===== config.mk =====
export PLATFORM = sky130hd
export DESIGN_NAME = seq_det_ctrl
export DESIGN_NICKNAME = d
export VERILOG_FILES = /design/src/rtl/seq_det_ctrl.sv
export SDC_FILE = /design/constraint.sdc
export NUM_CORES = 1
export LEC_CHECK = 0
export CORE_ASPECT_RATIO = 0.5
export CORE_MARGIN = 5
export CORE_UTILIZATION = 63
export CTS_CLUSTER_DIAMETER = 40
export DETAILED_ROUTE_END_ITERATION = 7
export DONT_BUFFER_PORTS = 1
export PLACE_DENSITY = 0.88
export SETUP_SLACK_MARGIN = 0.05
export SYNTH_ARGS = -nofsm -noshare
export SYNTH_HDL_FRONTEND = slang
export SYNTH_SLANG_ARGS = --single-unit

===== constraint.sdc =====
create_clock -name clk -period 2.5 [get_ports clk]
set_clock_uncertainty 0.2 [all_clocks]
set_input_delay 0.5 -clock clk [delete_from_list [all_inputs] [get_ports clk]]
set_output_delay 0.5 -clock clk [all_outputs]
set_load 0.02 [all_outputs]

===== src/rtl/seq_det_ctrl.sv =====
// seq_det_ctrl: configurable serial pattern detector.
// Accepts up to cfg_win qualified bits per run, flags matches of the latched
// pattern on z and counts them in match_cnt.
module seq_det_ctrl #(
  parameter int unsigned CNT_W = 8
) (
  input  logic             clk,
  input  logic             rst,
  input  logic             cfg_we,
  input  logic [3:0]       cfg_pat,
  input  logic [2:0]       cfg_len,
  input  logic [CNT_W-1:0] cfg_win,
  input  logic             cfg_ovl,
  input  logic             start,
  input  logic             i,
  input  logic             i_vld,
  output logic [3:0]       out,
  output logic             z,
  output logic [CNT_W-1:0] match_cnt,
  output logic             busy,
  output logic             done,
  output logic             cfg_err
);

  typedef enum logic [1:0] {
    IDLE,
    RUN,
    DONE
  } state_t;

  localparam logic [CNT_W-1:0] ONE = CNT_W'(1);

  state_t           state_q, state_d;

  logic [3:0]       cfg_pat_q;
  logic [2:0]       cfg_len_q;
  logic [CNT_W-1:0] cfg_win_q;
  logic             cfg_ovl_q;

  logic [3:0]       out_q;
  logic             z_q;
  logic [CNT_W-1:0] match_cnt_q;
  logic [CNT_W-1:0] bit_cnt_q;
  logic [2:0]       fill_q;
  logic             cfg_err_q;

  logic             cfg_legal;
  logic             accept;
  logic [3:0]       shift_d;
  logic [2:0]       fill_inc;
  logic [3:0]       len_mask;
  logic             hit;
  logic             last_bit;

  // Datapath decode: legality, acceptance, shifted value and match detection.
  always_comb begin
    cfg_legal = (cfg_len_q != 3'd0) && (cfg_len_q <= 3'd4) && (cfg_win_q != '0);
    accept    = (state_q == RUN) && i_vld;
    shift_d   = {out_q[2:0], i};
    fill_inc  = (fill_q >= 3'd4) ? 3'd4 : fill_q + 3'd1;
    case (cfg_len_q)
      3'd1:    len_mask = 4'b0001;
      3'd2:    len_mask = 4'b0011;
      3'd3:    len_mask = 4'b0111;
      default: len_mask = 4'b1111;
    endcase
    hit      = accept && (fill_inc >= cfg_len_q) &&
               (((shift_d ^ cfg_pat_q) & len_mask) == 4'b0000);
    last_bit = accept && ((bit_cnt_q + ONE) == cfg_win_q);
  end

  // State register.
  always_ff @(posedge clk or negedge rst) begin
    if (!rst) state_q <= IDLE;
    else      state_q <= state_d;
  end

  // Next-state logic.
  always_comb begin
    state_d = state_q;
    case (state_q)
      IDLE:    if (start && cfg_legal) state_d = RUN;
      RUN:     if (last_bit)           state_d = DONE;
      DONE:    state_d = IDLE;
      default: state_d = IDLE;
    endcase
  end

  // State-decoded outputs.
  always_comb begin
    busy = (state_q == RUN);
    done = (state_q == DONE);
  end

  // Configuration registers, writable only while idle.
  always_ff @(posedge clk or negedge rst) begin
    if (!rst) begin
      cfg_pat_q <= 4'b1101;
      cfg_len_q <= 3'd4;
      cfg_win_q <= CNT_W'(8);
      cfg_ovl_q <= 1'b1;
    end else if ((state_q == IDLE) && cfg_we) begin
      cfg_pat_q <= cfg_pat;
      cfg_len_q <= cfg_len;
      cfg_win_q <= cfg_win;
      cfg_ovl_q <= cfg_ovl;
    end
  end

  // Run datapath: shift register, counters, match pulse and error flag.
  always_ff @(posedge clk or negedge rst) begin
    if (!rst) begin
      out_q       <= '0;
      z_q         <= 1'b0;
      match_cnt_q <= '0;
      bit_cnt_q   <= '0;
      fill_q      <= '0;
      cfg_err_q   <= 1'b0;
    end else begin
      z_q <= hit;
      if ((state_q == IDLE) && start) begin
        if (cfg_legal) begin
          out_q       <= '0;
          match_cnt_q <= '0;
          bit_cnt_q   <= '0;
          fill_q      <= '0;
          cfg_err_q   <= 1'b0;
        end else begin
          cfg_err_q   <= 1'b1;
        end
      end
      if (accept) begin
        out_q     <= shift_d;
        bit_cnt_q <= bit_cnt_q + ONE;
        // Non-overlapping mode restarts the fill so the next match needs fresh bits.
        fill_q    <= (hit && !cfg_ovl_q) ? 3'd0 : fill_inc;
        if (hit && (match_cnt_q != '1)) match_cnt_q <= match_cnt_q + ONE;
      end
    end
  end

  assign out       = out_q;
  assign z         = z_q;
  assign match_cnt = match_cnt_q;
  assign cfg_err   = cfg_err_q;

endmodule

; Yosys cells after proc, flatten, opt, wreduce, memory -nomap -nowiden
; Cells that the tools add are included.
[op_classes]
reduce_logical = 20
bitwise = 2
n_eq_ne = 9
order_cmp = 3
addsub = 3
mux = 20
[op_table]
columns = op, count
row1 = $mux 8, 7
row2 = $add 8x1->8 const B, 2
row3 = $mux 3, 5
row4 = $mux 4, 3
row5 = $pmux 4 s3, 1
row6 = $logic_and 1x1->1, 11
row7 = $eq 8x8->1, 1
row8 = $ne 8x8->1 const B, 1
row9 = $reduce_bool 8->1, 1
row10 = $eq 3x2->1 const B, 2
row11 = $and 4x4->4, 1
row12 = $logic_not 4->1, 1
row13 = $mux 2, 2
row14 = $pmux 2 s2, 1
row15 = $reduce_and 2->1, 2
row16 = $reduce_bool 2->1, 2
row17 = $xor 4x4->4, 1
row18 = $add 3x1->3 const B, 1
row19 = $eq 3x1->1 const B, 1
row20 = $ge 3x3->1, 1
row21 = $ge 3x3->1 const B, 1
row22 = $le 3x3->1 const B, 1
row23 = $reduce_bool 3->1, 1
row24 = $eq 2x1->1 const B, 1
row25 = 6 further kinds, 6
[totals]
ff_bits = 43
input_bits = 22

; Depth between registers and ports, before layout
[depth]
depth_word = 8
ltp_mapped = 8

; Worst setup path after synthesis
; No wires, ideal clock.
[synth_path]
kind = flip-flop to flip-flop
from = reg fill_q[0]
to = reg match_cnt_q[5], in the netlist match_cnt[5]
setup_slack_ns = 0.224
path_stages_with_launch = 9
synth_period_minus_slack_ns = 2.276
arrival_time_ns = 1.941
cell_sequence = dfrtp_1 -> inv_1 -> ha_1 -> nor2b_1 -> ha_1 -> a21o_1 -> a21oi_1 -> or4_1 -> mux2i_1
[synth_between]
elab_chain_len = 8
word_cells_on_any_way = 9
[synth_rtl]
columns = element, line
row1 = from (decl), 44  ; logic [2:0] fill_q;
row2 = from (signal assigned), 136  ; fill_q <= (hit && !cfg_ovl_q) ? 3'd0 : fill_inc;
row3 = $add 3x1->3 or $ge 3x3->1 (tied branches), 60  ; fill_inc = (fill_q >= 3'd4) ? 3'd4 : fill_q + 3'd1;
row4 = $mux 3 (*), 60
row5 = $ge 3x3->1 (*), 67  ; hit = accept && (fill_inc >= cfg_len_q) &&
row6 = $logic_and 1x1->1 (*) (2 in series), 67
row7 = $logic_and 1x1->1 (*), 137  ; if (hit && (match_cnt_q != '1)) match_cnt_q <= match_cnt_q + ONE;
row8 = $mux 8 (*), 137
row9 = $mux 8 (*), 132  ; if (accept) begin
row10 = to (signal assigned), 137
row11 = to (decl), 42  ; logic [CNT_W-1:0] match_cnt_q;
; Mark *: on every way between the ends. The rest lies on a longest branch, timed or not.
; A chain may end at the register's enable or synchronous reset.

; Worst setup path in the final report
[layout_path]
from = reg fill_q[0]
to = reg match_cnt_q[6], in the netlist match_cnt[6]
; Same word-level chain as after synthesis.

==> results.md <==
* Crit Path Category: flip-flop to flip-flop
* Most frequent cell after synthesis: dfrtp_1
* Post-detail-place hpwl at between 3 and 4 mm
* Pre-antenna DRT Iters at 4
* Area contributors post-synth: dfrtp_1 (39%), dfstp_2 (6.7%), mux2_2 (6.2%), nand2_1 (4.3%), ha_1 (3.7%)
* CTS tree: built
* Row count at 15
* IO Pins at 38
* Peak Freq at approximately 420 MHz
* Slew Limit Fails at 0
* GR Overflow Total at 0
* Multi-input logic area at ~1200 µm²
* Syn Nets at ~260
* Ys flop type: dfrtp_1
* Nets@finish at between 200 and 300
* DRC viols at 0
* Min Tclk post-route at between 2 and 2.5 ns
* Root Buffer: clkbuf_8
* RD Place Congestion at 0.845
* Clk pin slew, worst setup/hold paths at 0.08 ns
* Final period util at a little over nine tenths
* Synth Register Bits at 43
* Pwr per Cell Area at about 1100 nW/µm²
* Status: finished, final reports clean
* Die Ht at between 50 and 60 µm
* PortBufs at 0
* First-pass GRT wire length at about 9.2 mm
* Worst Path Required at approximately 2.5 ns
* Gr usage total at about a quarter
* Post-synth top area cell: dfrtp_1
* Cts bufs inserted at 5
* Post-route ant nets at 0
* Worst Hold Class: input pin to flip-flop
* Synth Warn # at 0
* Total clock sinks at 43
* Distinct cells, synth at 56
* Initial DRC count at roughly 100
* Crit-path cells: inv_1, ha_1, nor2b_4, ha_1, a21o_1, a21oi_4, or4_4, mux2i_1
* Worst setup SP type: flip-flop
* RSZ-0062 raised after global routing: yes
* CP Capture Type: flip-flop
* Share of the synthesized area in the top cell type at 39.4%
* DIE WIDTH at approximately 96 µm
* Htree depth at 2
* Pin count of the biggest net entering global routing at 44
* Crit path largest cell delay at between 0.5 and 0.6 ns
* Synth-to-layout area growth at 11.3%
* Maximum root-to-sink buffer count at 2
* Worst skew pair latency at 0.30 ns
* Vias in the first global route at ~1900
* Wire per inst at approximately 18 µm
* Final Hold Fails at 0
* Synth Cell Area at 2350 µm²
* Leak at about 1.2 nW
* ANT cells at 0
* Slew margin rel. at about 70%
* Final TNS setup at 0 ns
* Share of cells above drive strength 1 at ~23%
* Critical path peak fanout at 6
* Post-synth EDFFs at 0
* Worst Tran Pin Value at between 0.4 and 0.5 ns
* Synthesized instance count at around 230
* Initial core utilization at 67.0%
* Final WL at 5.19 mm
* Synth async-reset ratio at 100%
* Max Cap Viol at 0
* Via/cell ratio at 6.20
* Number of antenna violations at the first check in global routing at 0
* Tot Pwr at around 0.0029 W
* Final setup violation count at 0
* Filler instances at 239
* Via count at ~1800
* Core ar. at 3510 µm²
* Max IR drop VDD at 0.496 mV
* Critical path arrival at between 2 and 2.5 ns
* Average size of a mapped cell at ~10 µm²
* CP max stage cell: or4_4
* Seq/Total Area, Yosys at 46.1%
* Synth cell count leaders: dfrtp_1 (37), nand2_1 (27), mux2_2 (13)
* Most frequent cell on the critical path: ha_1
* Die Area at around 5100 µm²
* Register area at around 1100 µm²
==> critical path, delay by kind of cell, from the launching register on <==
| family | cells | cell delay (ns) |
|---|---|---|
| AND/OR/NAND/NOR | 2 | 0.68 |
| adder cells (fa/ha/maj) | 2 | 0.55 |
| flip-flops | 1 | 0.40 |
| AO/OA/AOI/OAI | 2 | 0.25 |
| multiplexers | 1 | 0.14 |
| buffers and inverters | 1 | 0.07 |
==> worst paths after layout <==
check / cells after the start / startpoint / slack, ns / endpoint
max: 8 / fill_q[0]$_DFFE_PN0P_ / 0.09 / match_cnt[6]$_DFF_PN0_
max reg2reg: 8 / fill_q[0]$_DFFE_PN0P_ / 0.09 / match_cnt[6]$_DFF_PN0_
min in group asynchronous: 2 / rst / 0.47 / match_cnt[0]$_DFF_PN0_
max in group asynchronous: 2 / rst / 1.36 / cfg_win_q[3]$_DFFE_PN1P_
min reg2reg: 1 / bit_cnt_q[7]$_DFFE_PN0P_ / 0.33 / bit_cnt_q[7]$_DFFE_PN0P_
min: 2 / i / 0.11 / out[0]$_DFFE_PN0P_
==> power by group <==
group	total (W)	switching, W	internal, W
clock network	0.000485	0.000233	0.000252
registers	0.00125	0.000292	0.000959
logic	0.00118	0.000623	0.000553
total	0.00291	0.00115	0.00176
==> stage by stage <==
step	cell area [µm²]	hold WS (ns)	cells	utilization, %	setup WS (ns)
2_1_floorplan	2350	0.00441	232	-	0.224
3_3_place_gp	2450	0.00524	282	69.7	0.171
3_5_place_dp	2450	0.00509	282	69.7	0.0467
4_1_cts	2580	0.112	292	73.5	0.0673
5_1_grt	2620	0.108	293	74.6	0.00983
6_report	2620	0.113	293	74.6	0.0923
==> flip-flops by register name (all words and copies together) (netlist names) <==
| name | count |
|---|---|
| cfg_len_q | 3 |
| cfg_pat_q | 4 |
| cfg_ovl_q | 1 |
| bit_cnt_q | 8 |
| cfg_win_q | 8 |
| fill_q | 3 |
| z | 1 |
| match_cnt | 8 |
| cfg_err | 1 |
| state_q | 2 |
| out | 4 |
==> cell families after synthesis <==
family	count (synthesis)	synth area share (%)
flops	43	46.1
xor+xnor	12	4.47
simple gates	84	19.4
buf+inv	19	3.14
fa+ha+maj	7	3.73
mux	21	9.63
compound gates	46	13.5
==> cell type report <==
| class | instances | share of cell area, % |
|---|---|---|
| clock buffers | 8 | 3.82 |
| well taps | 51 | 2.44 |
| multi-input cells | 170 | 47.0 |
| inverters | 9 | 1.29 |
| flip-flops and latches | 43 | 41.4 |
| repair buffers | 12 | 4.02 |
==> layout by cell type (no fill, tap or decap), types with 3 or more instances in the layout <==
cell and n:
a21oi_1 5, nand4_1 5, nand2_1 27, ha_1 7, dfrtp_1 37, xnor2_1 4
xor2_1 8, o21ai_0 9, inv_1 7, dfstp_2 6, mux2_2 13, and4_1 3
mux2i_1 8, o21ai_1 6, nor2_1 9, clkbuf_8 7, nand3_1 12, and3_1 4
a31oi_1 3, buf_4 10
==> metal layers <==
metal | global-route usage, % | part of all wire (%) | up-vias
li1 | - | - | 855
met2 | 40.1 | 51 | 65
met4 | 7.67 | 0.94 | 0
met3 | 6.82 | 7.6 | 7
met5 | 0 | 0 | -
met1 | 29.5 | 41 | 891
==> timing repair <==
item,CTS,global route
gates resized for setup,1,7
setup buffers,0,1
endpoints found under the setup margin,2,4
hold endpoints to repair,43,0
pin swaps,0,3
hold buffers,2,0
(Power assumes the default switching activity.)
